--- src/rtl/hazard_ctrl.sv ---
// hazard_ctrl: pipeline stall/flush controller for load-use, taken branch and mul/div occupancy,
// plus a saturating count of cycles where the PC is frozen.
module hazard_ctrl #(
  parameter int MULDIV_CYCLES = 32
) (
  input  logic        clk,
  input  logic        rst,
  input  logic [4:0]  id_rs,
  input  logic [4:0]  id_rt,
  input  logic        id_uses_rt,
  input  logic        id_muldiv,
  input  logic [4:0]  ex_rt,
  input  logic        ex_mem_read,
  input  logic        ex_branch_taken,
  output logic        pc_write,
  output logic        if_id_write,
  output logic        id_ex_write,
  output logic        if_id_flush,
  output logic        id_ex_flush,
  output logic        ex_mem_flush,
  output logic        muldiv_busy,
  output logic        muldiv_done,
  output logic [31:0] stall_count
);
  typedef enum logic {RUN, MULDIV} state_t;
  localparam logic [7:0] CNT_INIT = 8'(MULDIV_CYCLES - 1);
  state_t      r_state, w_next;
  logic [7:0]  r_cnt, w_cnt;
  logic [31:0] r_stall_count;
  logic        w_lu;
  assign w_lu = ex_mem_read && (ex_rt != 5'd0) &&
                ((ex_rt == id_rs) || (id_uses_rt && (ex_rt == id_rt)));
  always_comb begin
    pc_write     = 1'b1;
    if_id_write  = 1'b1;
    id_ex_write  = 1'b1;
    if_id_flush  = 1'b0;
    id_ex_flush  = 1'b0;
    ex_mem_flush = 1'b0;
    muldiv_busy  = 1'b0;
    muldiv_done  = 1'b0;
    w_next       = r_state;
    w_cnt        = r_cnt;
    if (!rst) begin
      pc_write    = 1'b0;
      if_id_write = 1'b0;
      id_ex_write = 1'b0;
      w_next      = RUN;
      w_cnt       = 8'd0;
    end else if (r_state == MULDIV) begin
      // EX holds the mul/div: freeze the front end and feed bubbles forward
      pc_write     = 1'b0;
      if_id_write  = 1'b0;
      id_ex_write  = 1'b0;
      ex_mem_flush = 1'b1;
      muldiv_busy  = 1'b1;
      muldiv_done  = (r_cnt == 8'd1);
      w_cnt        = r_cnt - 8'd1;
      w_next       = (r_cnt == 8'd1) ? RUN : MULDIV;
    end else if (ex_branch_taken) begin
      if_id_flush = 1'b1;
      id_ex_flush = 1'b1;
    end else if (w_lu) begin
      pc_write    = 1'b0;
      if_id_write = 1'b0;
      id_ex_flush = 1'b1;
    end else if (id_muldiv) begin
      w_next = MULDIV;
      w_cnt  = CNT_INIT;
    end
  end
  always_ff @(posedge clk) begin
    if (!rst) begin
      r_state       <= RUN;
      r_cnt         <= 8'd0;
      r_stall_count <= 32'd0;
    end else begin
      r_state <= w_next;
      r_cnt   <= w_cnt;
      if (!pc_write && (r_stall_count != 32'hFFFF_FFFF))
        r_stall_count <= r_stall_count + 32'd1;
    end
  end
  assign stall_count = r_stall_count;
endmodule

--- config.mk ---
export PLATFORM = sky130hd
export DESIGN_NAME = hazard_ctrl
export DESIGN_NICKNAME = d
export VERILOG_FILES = /design/src/rtl/hazard_ctrl.sv
export SDC_FILE = /design/constraint.sdc
export NUM_CORES = 1
export LEC_CHECK = 0
export BUFFER_PORTS_ARGS = -buffer_cell sky130_fd_sc_hd__buf_2
export CORE_ASPECT_RATIO = 0.5
export CORE_UTILIZATION = 59
export CTS_BUF_LIST = sky130_fd_sc_hd__clkbuf_4
export CTS_CLUSTER_SIZE = 8
export DETAILED_ROUTE_END_ITERATION = 7
export HOLD_SLACK_MARGIN = 0.1
export PLACE_DENSITY = 0.88
export SKIP_CTS_REPAIR_TIMING = 1
export SLEW_MARGIN = 15
export SYNTH_ARGS = -nofsm -noshare
export SYNTH_HDL_FRONTEND = slang
export SYNTH_SLANG_ARGS = --single-unit
--- constraint.sdc ---
create_clock -name clk -period 5 [get_ports clk]
set_input_delay 0.75 -clock clk [delete_from_list [all_inputs] [get_ports clk]]
set_output_delay 0.75 -clock clk [all_outputs]
set_load 0.1 [all_outputs]
==> impl_metrics.env, run 1 <==
export IMPL_antenna_found_initial=0
export IMPL_finalCritPeriodShare_pct=62.9
export IMPL_die_x_um=90.5
export IMPL_grt_overflow_total=0
export IMPL_fp_row_count=15
export IMPL_drt_wl_total_um=5280
export IMPL_synth_distinct_cells=42
export IMPL_hold_viol_final=0
export IMPL_start_util_pct=64.5
export IMPL_nNetsFinal=361
export IMPL_post_place_ws_ns=1.88
export IMPL_drtPass1Iterations=5
export IMPL_synth_ff_type="dfxtp_1"
export IMPL_setup_slack_ns=1.85
export IMPL_cp_arrival_ns=2.40
export IMPL_worstPathRequired_ns=4.25
export IMPL_layout_common_cells="60 x buf_2, 41 x dfxtp_1, 33 x a21oi_1"
export IMPL_gp_congestion=0.753
export IMPL_area_growth_pct=14.7
export IMPL_crit_type="in -> out"
export IMPL_synth_edff_count=0
export IMPL_track_usage_pct=26.7
export IMPL_cts_buffer_depth=2
export IMPL_coreArea_um2=3580
export IMPL_final_common_cell="buf_2"
export IMPL_synth_seq_cells=41
export IMPL_slew_violations=0
export IMPL_cts_tree="yes"
export IMPL_p_leak_nw=1.01
export IMPL_fin_setup_tns_ns=0
export IMPL_fmax_ghz=0.318
export IMPL_clkTransAtPathRegs_ns=0.11
export IMPL_syn_inst=283
export IMPL_root_buffer="clkbuf_4"
export IMPL_numClockSinks=41
export IMPL_cts_max_level=2
export IMPL_viasPerCell=5.96
export IMPL_final_setup_skew_ns=0.0147
export IMPL_worstSetupStartpointType="primary input"
export IMPL_slew_limit_headroom_pct=30.9
export IMPL_dp_hpwl_um=3780
export IMPL_grt_pass1_wl_um=8620
export IMPL_end_kind="primary output"
export IMPL_vias=2317
export IMPL_p_per_area_nw_per_um2=269
export IMPL_fin_util_pct=74.0
export IMPL_ys_warn_count=0
export IMPL_crit_fanout=4
export IMPL_ys_async_sr_fraction_pct=0
export IMPL_fin_total_pwr_uw=713
export IMPL_drtIter0Drc=154
export IMPL_worst_pin_slew_ns=1.03
export IMPL_grt_max_degree=57
export IMPL_diodes=0
export IMPL_io_pins=61
export IMPL_layout_drive_gt1_share_pct=23.4
export IMPL_whs_ns=0.503
export IMPL_grt_pass1_vias=1973
export IMPL_status="finished clean"
export IMPL_peakVddDrop_mv=0.163
export IMPL_maxCapViolations=0
export IMPL_syn_nets=307
export IMPL_ys_seq_area_share_pct=35.5
export IMPL_clock_latency_ns=0.36
export IMPL_wl_per_cell_um=13.6
export IMPL_cts_buffers=5
export IMPL_die_area_um2=4190
export IMPL_synth_area_um2=2310
export IMPL_ant_nets=0
export IMPL_die_h_um=46.3
export IMPL_avgSynthCellArea_um2=8.17
export IMPL_finalSetupViolCount=0
export IMPL_drc_errors=0
export IMPL_rsz0062_at_grt="false"
export IMPL_portBuffers=60
export IMPL_hold_path_class="reg -> reg"
export IMPL_fin_crit_ns=3.15
==> metal layers <==
layer	up-vias	track usage, %	share of wire, %
li1	1148	-	-
met1	1089	31.0	45
met2	73	47.9	48
met3	7	9.90	5.8
met4	0	7.42	1.0
met5	-	0	0
==> path summary, 6_finish.rpt <==
check	start	to	slack [ns]	cells after the start
setup / recovery	ex_rt[1]	pc_write	1.85	6
hold / removal	stall_count[23]	stall_count[23]	0.50	2
setup reg to reg	stall_count[0]	stall_count[1]	2.68	8
hold reg to reg	stall_count[23]	stall_count[23]	0.50	2
==> critical path, cell delays in order <==
cell     delay, ns
buf_2         0.13
or4_1         0.54
o21ai_2       0.20
nor2_1        0.08
a21oi_1       0.22
buf_2         0.47
==> sequential cells by signal (all words and copies together), names as in the netlist <==
name / flops
stall_count: 32
r_state: 1
r_cnt: 8
==> stage by stage <==
| step | cell area (um^2) | cells |
|---|---|---|
| floorplan | 2310 | 283 |
| global placement | 2570 | 381 |
| detailed placement | 2570 | 381 |
| CTS | 2650 | 389 |
| global route | 2650 | 389 |
| finish | 2650 | 389 |
==> report_power, final <==
| part | switching, mW | total [mW] | internal (mW) |
|---|---|---|---|
| logic | 0.109 | 0.148 | 0.0389 |
| clock network | 0.106 | 0.215 | 0.110 |
| registers | 0.0135 | 0.350 | 0.337 |
==> cell families (layout without fill, tap and decap cells) <==
family                   Yosys count  after routing  share of synthesized area (%)
AND/OR/NAND/NOR                  123            123                           30.3
AO/OA/AOI/OAI                     77             77                           20.0
flip-flops                        41             41                           35.5
buffers and inverters             23             78                           6.23
XOR/XNOR                          11             11                           4.17
multiplexers                       5              5                           2.17
adder cells (fa/ha/maj)            3              3                           1.62
==> Yosys cell counts (3+ instances only) <==
cell	number	area [um^2]
nor2_1	17	63.8
o21ai_0	11	55.1
and2_1	3	18.8
or4_1	10	75.1
nand2b_1	10	62.6
a21oi_1	33	165
mux2i_1	5	50.1
o31ai_1	12	90.1
a311oi_1	3	26.3
inv_1	9	33.8
clkbuf_1	6	22.5
buf_6	4	45.0
nand3_1	12	60.1
nor4_1	6	37.5
nand2_1	26	97.6
xnor2_1	10	87.6
and3_1	3	18.8
o21ai_1	8	40.0
dfxtp_1	41	821
nand4_1	8	50.1
or3_1	16	100
ha_1	3	37.5
==> layout make-up <==
type,instances,area (um^2)
clock buffer,6,45.0
timing repair buffer,61,308
tap,51,63.8
inverter,9,33.8
fill,292,933
clock inverter,2,33.8
sequential,41,821
multi-input combinational,219,1350
No activity file was read; power rests on OpenSTA's default activity.
==> inputs of run 2 (changes only) <==
CORE_UTILIZATION = 55   (was 59)
PLACE_DENSITY = 0.83   (was 0.88)
clock period = 3.1 ns   (was 5 ns; I/O delays follow)
==> impl_metrics.env, run 2 (synthesis gave the netlist of run 1 again) <==
export IMPL_finalInstanceArea_um2=2670
export IMPL_die_h_um=47.8
export IMPL_regToRegSetupSlack_ns=0.58
export IMPL_track_usage_pct=23.2
export IMPL_portBuffers=60
export IMPL_die_x_um=93.7
export IMPL_final_setup_skew_ns=0.0103
export IMPL_cts_max_level=2
export IMPL_hold_viol_final=0
export IMPL_crit_type="reg -> reg"
export IMPL_drc_errors=0
export IMPL_maxCapViolations=0
export IMPL_slew_limit_headroom_pct=48.9
export IMPL_fmax_ghz=0.397
export IMPL_largest_reg_flops=32
export IMPL_root_buffer="clkbuf_4"
export IMPL_place_area_um2=2600
export IMPL_nNetsFinal=364
export IMPL_grt_util_met1_pct=28.7
export IMPL_area_growth_pct=15.4
export IMPL_slew_violations=0
export IMPL_viasPerCell=5.78
export IMPL_clock_latency_ns=0.34
export IMPL_finalCritPeriodShare_pct=81.3
export IMPL_fin_crit_ns=2.52
export IMPL_p_per_area_nw_per_um2=405
export IMPL_cts_tree="yes"
export IMPL_grt_busiest_layer="met2"
export IMPL_p_leak_nw=1.01
export IMPL_grt_use_met3_pct=5.87
export IMPL_gp_congestion=0.796
export IMPL_final_common_cell="buf_2"
export IMPL_fin_setup_tns_ns=0
export IMPL_fin_cells=395
export IMPL_finalSetupViolCount=0
export IMPL_io_pins=61
export IMPL_worstPathRequired_ns=3.38
export IMPL_grt_max_degree=33
export IMPL_end_kind="register"
export IMPL_grt_pass1_wl_um=8000
export IMPL_worst_pin_slew_ns=0.763
export IMPL_diodes=0
export IMPL_drt_wl_total_um=5230
export IMPL_wl_per_cell_um=13.2
export IMPL_dp_hpwl_um=3820
export IMPL_layout_common_cells="60 x buf_2, 41 x dfxtp_1, 32 x a21oi_1"
export IMPL_drtIter0Drc=120
export IMPL_antenna_found_initial=0
export IMPL_ant_nets=0
export IMPL_coreArea_um2=3960
export IMPL_die_area_um2=4480
export IMPL_clkTransAtPathRegs_ns=0.13
export IMPL_cp_arrival_ns=2.80
export IMPL_post_place_cells=387
export IMPL_fp_row_count=16
export IMPL_grt_pass1_vias=1841
export IMPL_crit_fanout=32
export IMPL_hold_path_class="in -> reg"
export IMPL_drtPass1Iterations=4
export IMPL_rsz0062_at_grt="false"
export IMPL_grt_overflow_total=0
export IMPL_use_met2_pct=42.4
export IMPL_start_util_pct=58.3
export IMPL_peakVddDrop_mv=0.208
export IMPL_worstSetupStartpointType="register"
export IMPL_cts_buffers=5
export IMPL_status="finished clean"
export IMPL_cts_buffer_depth=2
export IMPL_layout_drive_gt1_share_pct=24.6
export IMPL_vias=2283
export IMPL_numClockSinks=41
## run 2: metal layers
metal	share of wire (%)	wire length, um	vias to the layer above
met5	0	0	-
met4	0.29	15	0
met3	5.4	282	2
met2	48	2510	65
met1	46	2420	1062
li1	-	-	1154
## run 2: metrics by stage
step / setup WS, ns / hold WS [ns] / util, % / power, mW
after detailed placement: 0.397 / 0.479 / 65.7 / 0.819
after floorplan: 0.0647 / 0.447 / - / 0.781
after CTS: 0.571 / 0.452 / 67.0 / 1.08
after global routing: 0.443 / 0.469 / 67.3 / 1.13
after global placement: 0.514 / 0.471 / 65.7 / 0.811
final: 0.579 / 0.472 / 67.3 / 1.08
## run 2: final cells by class
type                            count  area, um^2
Timing Repair Buffer               64         330
Clock inverter                      3        17.5
Fill cell                         356        1300
Tap cell                           54        67.6
Multi-Input combinational cell    219        1360
Sequential cell                    41         821
Inverter                            9        33.8
Clock buffer                        5        37.5
## run 2: path summary, 6_finish.rpt
| check | startpoint | to | depth (start not counted) |
|---|---|---|---|
| min reg2reg | stall_count[19] | stall_count[19] | 2 |
| max | stall_count[0] | stall_count[25] | 8 |
| max reg2reg | stall_count[0] | stall_count[25] | 8 |
| min | rst | stall_count[17] | 2 |
## run 2: power breakdown
group	internal, mW	switching (mW)	total, mW
logic	0.0683	0.182	0.251
clock network	0.0858	0.182	0.268
registers	0.543	0.0168	0.560
## run 2: critical path, stage by stage, from the launching register on
cell	delay [ns]
dfxtp_1	0.42
ha_1	0.21
nand3_1	0.19
nor4_1	0.43
nand4_1	0.25
o211ai_4	0.37
buf_4	0.31
o21ai_0	0.10
a21oi_1	0.16
==> inputs of run 3 (changes only) <==
clock period = 2.35 ns   (was 3.1 ns; I/O delays follow)
==> impl_metrics.env, run 3 (synthesis gave the netlist of run 1 again) <==
export IMPL_finalSetupViolCount=0
export IMPL_root_buffer="clkbuf_4"
export IMPL_finalCritPeriodShare_pct=91.4
export IMPL_rsz0062_at_grt="false"
export IMPL_viasPerCell=5.82
export IMPL_fillCellCount=330
export IMPL_status="finished clean"
export IMPL_fin_cells=400
export IMPL_gp_congestion=0.797
export IMPL_crit_type="reg -> out"
export IMPL_antenna_found_initial=0
export IMPL_wl_per_cell_um=13.8
export IMPL_start_util_pct=58.3
export IMPL_final_setup_skew_ns=0.0192
export IMPL_portBuffers=60
export IMPL_clock_latency_ns=0.37
export IMPL_numClockSinks=41
export IMPL_layout_common_cells="56 x buf_2, 31 x a21oi_1, 27 x dfxtp_2"
export IMPL_area_growth_pct=21.4
export IMPL_cts_buffer_depth=2
export IMPL_worst_pin_slew_ns=0.501
export IMPL_crit_fanout=6
export IMPL_drtIter0Drc=133
export IMPL_coreArea_um2=3960
export IMPL_grt_max_degree=33
export IMPL_worstSetupStartpointType="register"
export IMPL_grt_pass1_wl_um=8370
export IMPL_post_place_ws_ns=0.242
export IMPL_peakVddDrop_mv=0.367
export IMPL_io_pins=61
export IMPL_drtPass1Iterations=4
export IMPL_hold_viol_final=0
export IMPL_drt_wl_total_um=5530
export IMPL_dp_hpwl_um=4000
export IMPL_cts_tree="yes"
export IMPL_slew_limit_headroom_pct=66.8
export IMPL_cp_arrival_ns=1.79
export IMPL_final_common_cell="buf_2"
export IMPL_end_kind="primary output"
export IMPL_p_leak_nw=1.07
export IMPL_post_place_cells=392
export IMPL_drc_errors=0
export IMPL_ant_nets=0
export IMPL_die_h_um=47.8
export IMPL_diodes=0
export IMPL_fin_crit_ns=2.15
export IMPL_worstPathRequired_ns=2.00
export IMPL_vias=2326
export IMPL_setup_slack_ns=0.203
export IMPL_track_usage_pct=24.7
export IMPL_fmax_ghz=0.466
export IMPL_p_per_area_nw_per_um2=526
export IMPL_largest_reg_flops=32
export IMPL_whs_ns=0.406
export IMPL_cts_buffers=5
export IMPL_nNetsFinal=369
export IMPL_slew_violations=0
export IMPL_fp_row_count=16
export IMPL_layout_drive_gt1_share_pct=33.8
export IMPL_cts_max_level=2
export IMPL_grt_pass1_vias=1886
export IMPL_die_x_um=93.7
export IMPL_hold_path_class="in -> reg"
export IMPL_die_area_um2=4480
export IMPL_grt_overflow_total=0
export IMPL_clkTransAtPathRegs_ns=0.13
export IMPL_maxCapViolations=0
-- run 3: layer usage --
metal	GRT usage, %	up-vias	wire length [um]
met2	42.4	79	2570
met5	0	-	0
met4	10.5	0	60
li1	-	1172	-
met3	6.03	10	321
met1	31.3	1065	2580
-- run 3: worst max-delay path, cell delays in order (launching register included) --
cell and delay, ns:
dfxtp_1 0.38, nor2_1 0.17, nand2_1 0.11, nor4b_1 0.30, nand2_1 0.13, nor2_2 0.11
buf_6 0.23
-- run 3: worst paths after layout --
check / from / endpoint / slack, ns / depth (start not counted)
hold reg to reg: stall_count[19] / stall_count[19] / 0.48 / 2
setup reg to reg: stall_count[0] / stall_count[21] / 0.22 / 8
setup / recovery: r_cnt[4] / muldiv_done / 0.20 / 6
hold / removal: rst / stall_count[17] / 0.41 / 3
-- run 3: layout make-up --
| type | count | area, um^2 | share of cell area (%) |
|---|---|---|---|
| clock buffer | 5 | 37.5 | 1.34 |
| sequential | 41 | 855 | 30.5 |
| clock inverter | 3 | 17.5 | 0.624 |
| multi-input combinational | 219 | 1360 | 48.6 |
| tap | 54 | 67.6 | 2.41 |
| inverter | 9 | 33.8 | 1.20 |
| timing repair buffer | 69 | 432 | 15.4 |
-- run 3: per-stage QoR --
stage	util [%]	area (um^2)	total power [mW]	setup TNS [ns]
after floorplan	-	2360	1.03	-0.145
after global placement	69.3	2750	1.10	0
after detailed placement	69.3	2750	1.12	0
after CTS	70.6	2800	1.47	0
after global routing	70.8	2810	1.54	0
final	70.8	2810	1.48	0
-- run 3: report_power, final --
part	switching [mW]	total, mW	internal (mW)
sequential	0.0234	0.741	0.718
clock	0.255	0.369	0.114
combinational	0.250	0.366	0.115
